[config.mk]
export PLATFORM = sky130hd
export DESIGN_NAME = seg_scan_decoder
export DESIGN_NICKNAME = d
export VERILOG_FILES = /design/src/rtl/seg_scan_decoder.sv
export SDC_FILE = /design/constraint.sdc
export NUM_CORES = 1
export LEC_CHECK = 0
export CAP_MARGIN = 10
export CORE_ASPECT_RATIO = 1.25
export CORE_MARGIN = 1.5
export CORE_UTILIZATION = 57
export DETAILED_ROUTE_END_ITERATION = 16
export GPL_ROUTABILITY_DRIVEN = 0
export PLACE_DENSITY_LB_ADDON = 0.08
export SLEW_MARGIN = 10
export SYNTH_ARGS = -nofsm -noshare
export SYNTH_HDL_FRONTEND = slang
export SYNTH_SLANG_ARGS = --single-unit
[constraint.sdc]
create_clock -name mclk -period 3.7 [get_ports mclk]
set_clock_uncertainty 0.2 [all_clocks]
set_input_delay 0.74 -clock mclk [delete_from_list [all_inputs] [get_ports mclk]]
set_output_delay 0.74 -clock mclk [all_outputs]
set_load 0.01 [all_outputs]
[src/rtl/seg_scan_decoder.sv]
// seg_scan_decoder: rebuilds the 4 hex digits shown on a scanned, active-low
// 7-segment bus. Each digit is captured once its anode/segment pattern has
// been stable for SETTLE_CYCLES synchronized cycles. A full frame is posted
// with a one-cycle frame_valid strobe.
//
// Ports:
//   mclk        system clock
//   rs          asynchronous active-high reset (released on mclk)
//   anode[3:0]  active-low one-hot digit enables, bit 0 = rightmost digit
//   seg[7:0]    active-low segments, seg[0]=a .. seg[6]=g, seg[7]=dp
//   digits      last complete frame, digit n in [4n+3:4n]
//   digit_err   per-digit flag: captured pattern was not a hex glyph
//   frame_valid one-cycle pulse, digits/digit_err update in the same cycle
//   dp_out      (SEG_DP_CAPTURE_EN only) per-digit decimal point, 1 = lit
//
// Option: define SEG_DP_CAPTURE_EN to add dp_out.
module seg_scan_decoder #(
    parameter int SETTLE_CYCLES = 4,
    parameter int CNT_W         = 8
) (
    input  logic        mclk,
    input  logic        rs,
    input  logic [3:0]  anode,
    input  logic [7:0]  seg,
    output logic [15:0] digits,
    output logic [3:0]  digit_err,
    output logic        frame_valid
`ifdef SEG_DP_CAPTURE_EN
    ,
    output logic [3:0]  dp_out
`endif
);

    localparam logic [CNT_W-1:0] SETTLE_N = CNT_W'(SETTLE_CYCLES);

    typedef enum logic [1:0] {
        IDLE   = 2'd0,
        SETTLE = 2'd1,
        HOLD   = 2'd2
    } state_t;

    // Reset is asserted asynchronously but released on mclk.
    logic [1:0] rst_q;
    logic       rst_int;

    always_ff @(posedge mclk or posedge rs) begin
        if (rs) rst_q <= 2'b11;
        else    rst_q <= {rst_q[0], 1'b0};
    end

    assign rst_int = rst_q[1];

    logic [3:0]  an_m_q, an_s_q;
    logic [7:0]  sg_m_q, sg_s_q;
    logic [11:0] prev_q;
    state_t      state_q, state_d;
    logic [CNT_W-1:0] cnt_q, cnt_d;
    logic [15:0] shadow_q;
    logic [3:0]  sh_err_q;
    logic [3:0]  mask_q, mask_d;
    logic [15:0] digits_q;
    logic [3:0]  err_q;
    logic        fv_q;

    logic [11:0] samp;
    logic        changed;
    logic        oh;
    logic [1:0]  idx;
    logic        cap;
    logic        post;
    logic [3:0]  dval;
    logic        derr;

    assign samp    = {an_s_q, sg_s_q};
    assign changed = (samp != prev_q);

    // Only a single low anode selects a digit.
    always_comb begin
        oh  = 1'b1;
        idx = 2'd0;
        case (an_s_q)
            4'b1110: idx = 2'd0;
            4'b1101: idx = 2'd1;
            4'b1011: idx = 2'd2;
            4'b0111: idx = 2'd3;
            default: oh  = 1'b0;
        endcase
    end

    // Glyph decode on seg[6:0]; dp is not part of the glyph.
    always_comb begin
        dval = 4'h0;
        derr = 1'b0;
        case (sg_s_q[6:0])
            7'h40: dval = 4'h0;
            7'h79: dval = 4'h1;
            7'h24: dval = 4'h2;
            7'h30: dval = 4'h3;
            7'h19: dval = 4'h4;
            7'h12: dval = 4'h5;
            7'h02: dval = 4'h6;
            7'h78: dval = 4'h7;
            7'h00: dval = 4'h8;
            7'h10: dval = 4'h9;
            7'h08: dval = 4'hA;
            7'h03: dval = 4'hB;
            7'h46: dval = 4'hC;
            7'h21: dval = 4'hD;
            7'h06: dval = 4'hE;
            7'h0E: dval = 4'hF;
            default: derr = 1'b1;
        endcase
    end

    always_ff @(posedge mclk or posedge rst_int) begin
        if (rst_int) begin
            state_q <= IDLE;
            cnt_q   <= '0;
        end else begin
            state_q <= state_d;
            cnt_q   <= cnt_d;
        end
    end

    // IDLE re-evaluates every cycle; SETTLE/HOLD only on a sample change.
    always_comb begin
        state_d = state_q;
        cnt_d   = cnt_q;
        cap     = 1'b0;
        if (state_q == IDLE || changed) begin
            if (oh) begin
                state_d = SETTLE;
                cnt_d   = CNT_W'(1);
            end else begin
                state_d = IDLE;
                cnt_d   = '0;
            end
        end else if (state_q == SETTLE) begin
            cnt_d = cnt_q + CNT_W'(1);
        end
        if (state_d == SETTLE && cnt_d == SETTLE_N) begin
            cap     = 1'b1;
            state_d = HOLD;
        end
    end

    // A full mask posts next cycle; a same-cycle capture starts the new mask.
    always_comb begin
        post   = (mask_q == 4'hF);
        mask_d = post ? 4'h0 : mask_q;
        if (cap) mask_d[idx] = 1'b1;
    end

    always_ff @(posedge mclk or posedge rst_int) begin
        if (rst_int) begin
            an_m_q   <= 4'hF;
            an_s_q   <= 4'hF;
            sg_m_q   <= 8'hFF;
            sg_s_q   <= 8'hFF;
            prev_q   <= 12'hFFF;
            shadow_q <= '0;
            sh_err_q <= '0;
            mask_q   <= '0;
            digits_q <= '0;
            err_q    <= '0;
            fv_q     <= 1'b0;
        end else begin
            an_m_q <= anode;
            an_s_q <= an_m_q;
            sg_m_q <= seg;
            sg_s_q <= sg_m_q;
            prev_q <= samp;
            mask_q <= mask_d;
            fv_q   <= post;
            if (cap) begin
                shadow_q[idx*4 +: 4] <= dval;
                sh_err_q[idx]        <= derr;
            end
            if (post) begin
                digits_q <= shadow_q;
                err_q    <= sh_err_q;
            end
        end
    end

    assign digits      = digits_q;
    assign digit_err   = err_q;
    assign frame_valid = fv_q;

`ifdef SEG_DP_CAPTURE_EN
    logic [3:0] sh_dp_q;
    logic [3:0] dp_q;

    always_ff @(posedge mclk or posedge rst_int) begin
        if (rst_int) begin
            sh_dp_q <= '0;
            dp_q    <= '0;
        end else begin
            if (cap)  sh_dp_q[idx] <= ~sg_s_q[7];
            if (post) dp_q         <= sh_dp_q;
        end
    end

    assign dp_out = dp_q;
`endif

endmodule

# [Word-level counts from Yosys, hierarchy flattened]
# Cells that the tools add are included.
[classes] add_sub_neg=2 magnitude_cmp=2 eq_ne=24 n_shift=2 mux=17 n_bitwise=1 reduce_logical=7
[op_table] operator="4-bit case mux with 15 select lines" count=1
[op_table] operator="4-bit negator with 34-bit output" count=1
[op_table] operator="4-bit by 34-bit variable shift with 16-bit output (first input constant)" count=1
[op_table] operator="4-bit by 34-bit variable part select with 16-bit output" count=1
[op_table] operator="7-bit equality test (second input constant)" count=4
[op_table] operator="7-bit by 5-bit equality test with 1-bit output (second input constant)" count=3
[op_table] operator="7-bit by 6-bit equality test with 1-bit output (second input constant)" count=3
[op_table] operator="16-bit bitwise mux" count=1
[op_table] operator="4-bit equality test (second input constant)" count=4
[op_table] operator="8-bit two-way mux" count=2
[op_table] operator="16-bit OR reduction" count=1
[op_table] operator="7-bit by 2-bit equality test with 1-bit output (second input constant)" count=2
[op_table] operator="7-bit by 4-bit equality test with 1-bit output (second input constant)" count=2
[op_table] operator="12-bit != test" count=1
[op_table] operator="8-bit by 1-bit adder with 8-bit output (second input constant)" count=1
[op_table] operator="8-bit by 3-bit equality test with 1-bit output (second input constant)" count=1
[op_table] operator="4-bit two-way mux" count=2
[op_table] operator="7-bit by 3-bit equality test with 1-bit output (second input constant)" count=1
[op_table] operator="7-bit zero test" count=1
[op_table] operator="1-bit two-way mux" count=6
[op_table] operator="2-bit case mux with 3 select lines" count=1
[op_table] operator="4-bit bitwise mux" count=1
[op_table] operator="2-bit by 1-bit equality test with 1-bit output (second input constant)" count=2
[op_table] operator="4-bit by 3-bit equality test with 1-bit output (second input constant)" count=1
[op_table] operator="other kinds (9)" count=11
[word_totals] register_bits=93 inputBits=14 out_inout_bits=21 word_cells=69

# [Longest topological paths before layout]
[logic_depth] word_depth=9 ltp_mapped=8 ltp_nobuf=7

# [Worst setup path after synthesis]
# No wires, ideal clock.
[synth_path] kind="register to register" startpoint="register an_s_q[1]" endpoint="register sh_err_q[0]" setup_ps=125 arrival_ps=2465 required_time_ps=3375 slack_ps=910 path_stages_with_launch=8 path_buffers=1 synth_period_minus_slack_ps=2790 cell_sequence="dfstp_2 -> clkbuf_1 -> xnor2_1 -> nand4_1 -> or4_4 -> nor4_4 -> nand3_2 -> mux2_2"
[synth_between] elab_chain_len=8 elab_cells_between_ends=23 classes_between="2 x order compare; 7 x eq/ne; 10 x mux; 4 x reduce/logical"
[synth_lines] element="start, declared" line="53" rtl="logic [3:0] an_m_q, an_s_q;"
[synth_lines] element="start signal, assigned" line="169" rtl="an_s_q <= an_m_q;"
[synth_lines] element="branches (longest 8 deep; another with 2-bit by 3-bit less-than comparator with 1-bit output)"
[synth_lines] element="end signal, assigned by index" line="177" rtl="sh_err_q[idx] <= derr;"
[synth_lines] element="end, declared" line="59" rtl="logic [3:0] sh_err_q;"
# Parallel ways; which one is timed is not known.
# A chain may end at the register's enable or synchronous reset.

# [Worst setup path after layout]
[layout_path] startpoint="register sg_s_q[3]" endpoint="register sh_err_q[0]"
[layout_between] elab_chain_len=6 elab_cells_between_ends=27 classes_between="18 x eq/ne; 5 x mux; 4 x reduce/logical"
[layout_lines] element="start, declared" line="54" rtl="logic [7:0] sg_m_q, sg_s_q;"
[layout_lines] element="start signal, assigned" line="171" rtl="sg_s_q <= sg_m_q;"
[layout_lines] element="12-bit != test" line="75" rtl="assign changed = (samp != prev_q);"
[layout_lines] element="1-bit logical OR" line="130" rtl="if (state_q == IDLE || changed) begin"
[layout_lines] element="8-bit two-way mux / 2-bit two-way mux (equally long branches)" line="130"
[layout_lines] element="8-bit by 3-bit equality test with 1-bit output / 2-bit by 1-bit equality test with 1-bit output (equally long branches)" line="141" rtl="if (state_d == SETTLE && cnt_d == SETTLE_N) begin"
[layout_lines] element="1-bit logical AND" line="141"
[layout_lines] element="1-bit two-way mux" line="141"
# Several ways; a longest one is shown, not always the timed one.

==> summary.txt <==
================================================================================
Sum of negative setup slack                                                 0 ns
Top_reg_cell synth                                                  sky130_fd_sc_hd__dfrtp_1
Initial detailed-routing violation count                                     105
Worst Tran Pin Value                                                   0.8503 ns
Critical path class                                                 flop to flop
Fin crit share                                                            81.65%
Fraction of the core area covered by cells at the end of the flow         68.94%
Crit-path slowest cell                                              sky130_fd_sc_hd__dfstp_2
Instance area at placement                                             4400 um^2
Top Ports                                                                     35
Final critical path time including I/O delays and setup                 3.021 ns
Standard cell core area                                                6648 um^2
Cts bufs inserted                                                              9
Summed area of non-filler cells in the final layout                    4583 um^2
Number of cells on the critical path                                           6
Fin nets                                                                     410
Post-detailed-placement half-perimeter wirelength                        4371 um
Post-CTS setup repair buffer count                                             0
Cell-by-cell trace of the critical path                             xnor2_1, nand4_1, or4_4, nor4_4, nand3_2, mux2_2
Crit. End Element                                                           flop
Largest net degree at the start of global routing                             51
Area of the die                                                        7496 um^2
Synth async-reset ratio                                                   100.0%
Capturing element of the worst setup path                            sh_err_q[0]
Number of enable flip-flop cells after synthesis                               0
Area used by sequential logic in the layout                            2375 um^2
Worst IR drop on VDD                                                   0.2797 mV
Clock Root Buffer                                                   sky130_fd_sc_hd__clkbuf_8
CP Data Required Time                                                    3.74 ns
Max-slew violation total from the final report                                 0
Maximum clock insertion buffer count                                           2
Grt ovf                                                                        0
Insertion delay of the later-clocked pin in the worst-skew pair          0.36 ns
Crit path max fanout                                                          18
Post-route antenna net violation count                                         0
Overall track demand over capacity in global routing                      18.82%
Number of antenna violations at the first check in global routing              0
Quantity of I/O buffers inserted on ports                                     34
Growth of design area from synthesis to finish                            15.15%
Slack of the worst reg-to-reg path                                       0.68 ns
DR pass1 iterations                                                            4
Critical Path Start Type                                                    flop
Gate family responsible for the most delay along the worst path     simple AND/OR/NAND/NOR gates
Final-report setup violation count                                             0
Post-synth design cell area                                            3980 um^2
Arrival time at the worst endpoint                                       3.06 ns
Critical R2R Capture                                                 sh_err_q[0]
Total number of yosys warnings                                                 0
Syn_nets                                                                     379
Total area of multi-input combinational cells                          1514 um^2
Quantity of gates resized following cts                                        0
Part of the Yosys area used for sequential elements                       59.67%
CTS tree                                                                    done
Number of vias after detailed routing                                       2537
Mean Syn Cell Area                                                    11.15 um^2
Clock sink count                                                              93
Power per cell area                                                 391.4 nW/um^2
Final antenna diode count                                                      0
Cell Rows                                                                     33
Mapped Cells                                                                 357
Count of hold buffers inserted by post-cts repair                              0
Highest clock rate                                                    0.3310 GHz
FILL cells                                                                   508
Routed WL per cell                                                      13.08 um
Outcome                                                             finished, final reports clean
Hold Vio Cnt, Final                                                            0
Critical path's largest stage delay                                      0.71 ns
Routed wire length                                                       6276 um
Number of register bits inferred by synthesis                                 93
Distinct cell type count of the synthesized netlist                           49
# Max-Cap Violations                                                           0
Vias in the first global route                                              2380
Remaining routing DRC violations                                               0
Rel. slew slack                                                           43.31%
Share of cells above drive strength 1                                     21.37%
Total number of H-tree levels                                                  3
Critical path buffers and inverters                                            0
Hold/Removal Path Class                                             flop to flop
Launch point of the worst path                                         sg_s_q[3]
Reg-to-Reg Start                                                       sg_s_q[3]
Worst-path clk slew                                                      0.08 ns
DIE WIDTH                                                               77.74 um
Effective utilization at floorplan                                        59.87%
Vert. Die Dim                                                           96.43 um
Worst-case reg-to-reg path depth                                               6
Unrepaired setup endpoints after global routing                            false
Wire length of the first global-routing pass                            10920 um
Lkg Pwr                                                                 2.023 nW
Vias per std cell                                                          5.285
================================================================================
==> worst min path at each step <==
stage / from / end / slack (ns) / depth (start not counted)
after CTS: sg_m_q[7] / sg_s_q[7] / 0.16 / 0
after floorplan: an_m_q[0] / an_s_q[0] / 0.15 / 0
after global placement: sg_m_q[7] / sg_s_q[7] / 0.15 / 0
final: sg_m_q[7] / sg_s_q[7] / 0.16 / 0
after detailed placement: sg_m_q[7] / sg_s_q[7] / 0.15 / 0
after global routing: sg_m_q[6] / sg_s_q[6] / 0.16 / 0
==> cells in the final DEF, fill, tap and decap left out, types with 2 or more instances in the layout <==
cell type / Yosys / layout
sky130_fd_sc_hd__nand2_1: 82 / 82
sky130_fd_sc_hd__dfrtp_1: 55 / 55
sky130_fd_sc_hd__dfstp_2: 38 / 38
sky130_fd_sc_hd__clkdlybuf4s50_1: 0 / 34
sky130_fd_sc_hd__nor2_1: 21 / 21
sky130_fd_sc_hd__mux2_2: 19 / 19
sky130_fd_sc_hd__xnor2_1: 18 / 18
sky130_fd_sc_hd__clkbuf_8: 0 / 10
sky130_fd_sc_hd__nand3_1: 8 / 8
sky130_fd_sc_hd__nor3_1: 8 / 8
sky130_fd_sc_hd__ha_1: 8 / 8
sky130_fd_sc_hd__nand4_1: 7 / 7
sky130_fd_sc_hd__nor2b_1: 7 / 7
sky130_fd_sc_hd__a21oi_1: 7 / 7
sky130_fd_sc_hd__inv_1: 7 / 6
sky130_fd_sc_hd__xor2_1: 6 / 6
sky130_fd_sc_hd__o21ai_0: 4 / 4
sky130_fd_sc_hd__nor3b_1: 4 / 4
sky130_fd_sc_hd__nand3_2: 4 / 4
sky130_fd_sc_hd__nand2b_1: 3 / 3
sky130_fd_sc_hd__mux2i_1: 2 / 2
sky130_fd_sc_hd__or3_1: 2 / 2
sky130_fd_sc_hd__o2bb2ai_1: 2 / 2
sky130_fd_sc_hd__clkinv_2: 0 / 2
sky130_fd_sc_hd__nor4b_1: 2 / 2
sky130_fd_sc_hd__o22ai_1: 2 / 2
sky130_fd_sc_hd__o32ai_1: 2 / 2
sky130_fd_sc_hd__inv_6: 0 / 2
sky130_fd_sc_hd__buf_4: 0 / 2
==> where the power goes <==
part | internal, mW | total (mW) | switching [mW]
combinational | 0.0435 | 0.0940 | 0.0505
clock | 0.268 | 0.617 | 0.349
sequential | 1.06 | 1.08 | 0.0267
total | 1.37 | 1.79 | 0.427
==> routing by layer <==
metal | up-vias | global-route usage [%] | routed length (um)
li1 | 1257 | - | -
met1 | 1232 | 25.25 | 3053
met2 | 37 | 30.07 | 2954
met3 | 11 | 3.380 | 143
met4 | 0 | 8.636 | 124
met5 | - | 0 | 0
==> worst register-to-register path: cells and delay by family (launching register included) <==
kind | cells | cell delay (ns)
and+or+nand+nor | 4 | 1.54
DFF | 1 | 0.71
muxes | 1 | 0.32
xor gates and xnor gates | 1 | 0.16
==> Yosys cell counts, drive strengths merged (4+ instances only) <==
cell    instances  area, um^2
nand2          82       307.8
dfrtp          55        1376
dfstp          38       998.5
nor2           21       78.83
mux2           20       225.2
xnor2          18       157.7
clkbuf         15       56.30
nand3          12       80.08
ha              8       100.1
nor3            8       40.04
a21oi           7       35.03
inv             7       26.28
nand4           7       43.79
nor2b           7       43.79
xor2            6       52.55
nor3b           4       30.03
o21ai           4       20.02
==> state kept, by name, indices dropped and copies added, names as in the netlist <==
signal and count:
sg_s_q 8, shadow_q 16, digits 16, an_m_q 4
sh_err_q 4, frame_valid 1, rst_q 2, prev_q 12
state_q 2, sg_m_q 8, cnt_q 8, an_s_q 4
digit_err 4, mask_q 4
==> cells by family after synthesis <==
logic type               synth area share [%]
AND/OR/NAND/NOR                         19.33
AO/OA/AOI/OAI                           4.653
multiplexers                            6.162
adder cells (fa/ha/maj)                 2.515
XOR/XNOR                                5.281
buffers and inverters                   2.295
flip-flops                              59.67
other                                 0.09422
==> stage by stage <==
stage | hold slack (ns) | worst slack, ns | std cells | total power [mW]
5_1_grt | 0.1633 | 0.4867 | 480 | 1.871
6_report | 0.1588 | 0.6789 | 480 | 1.794
4_1_cts | 0.1600 | 0.6597 | 480 | 1.820
2_1_floorplan | 0.1452 | 0.8579 | 357 | 1.162
3_5_place_dp | 0.1468 | 0.6740 | 464 | 1.198
3_3_place_gp | 0.1455 | 0.6933 | 464 | 1.195
==> layout make-up <==
cell class | instances | share of cell area (%)
Clock inverter | 6 | 0.9828
Sequential cell | 93 | 51.82
Timing Repair Buffer | 37 | 8.190
Tap cell | 87 | 2.375
Multi-Input combinational cell | 240 | 33.03
Clock buffer | 10 | 3.003
Inverter | 7 | 0.6006
Power figures use the tool's default switching activity.
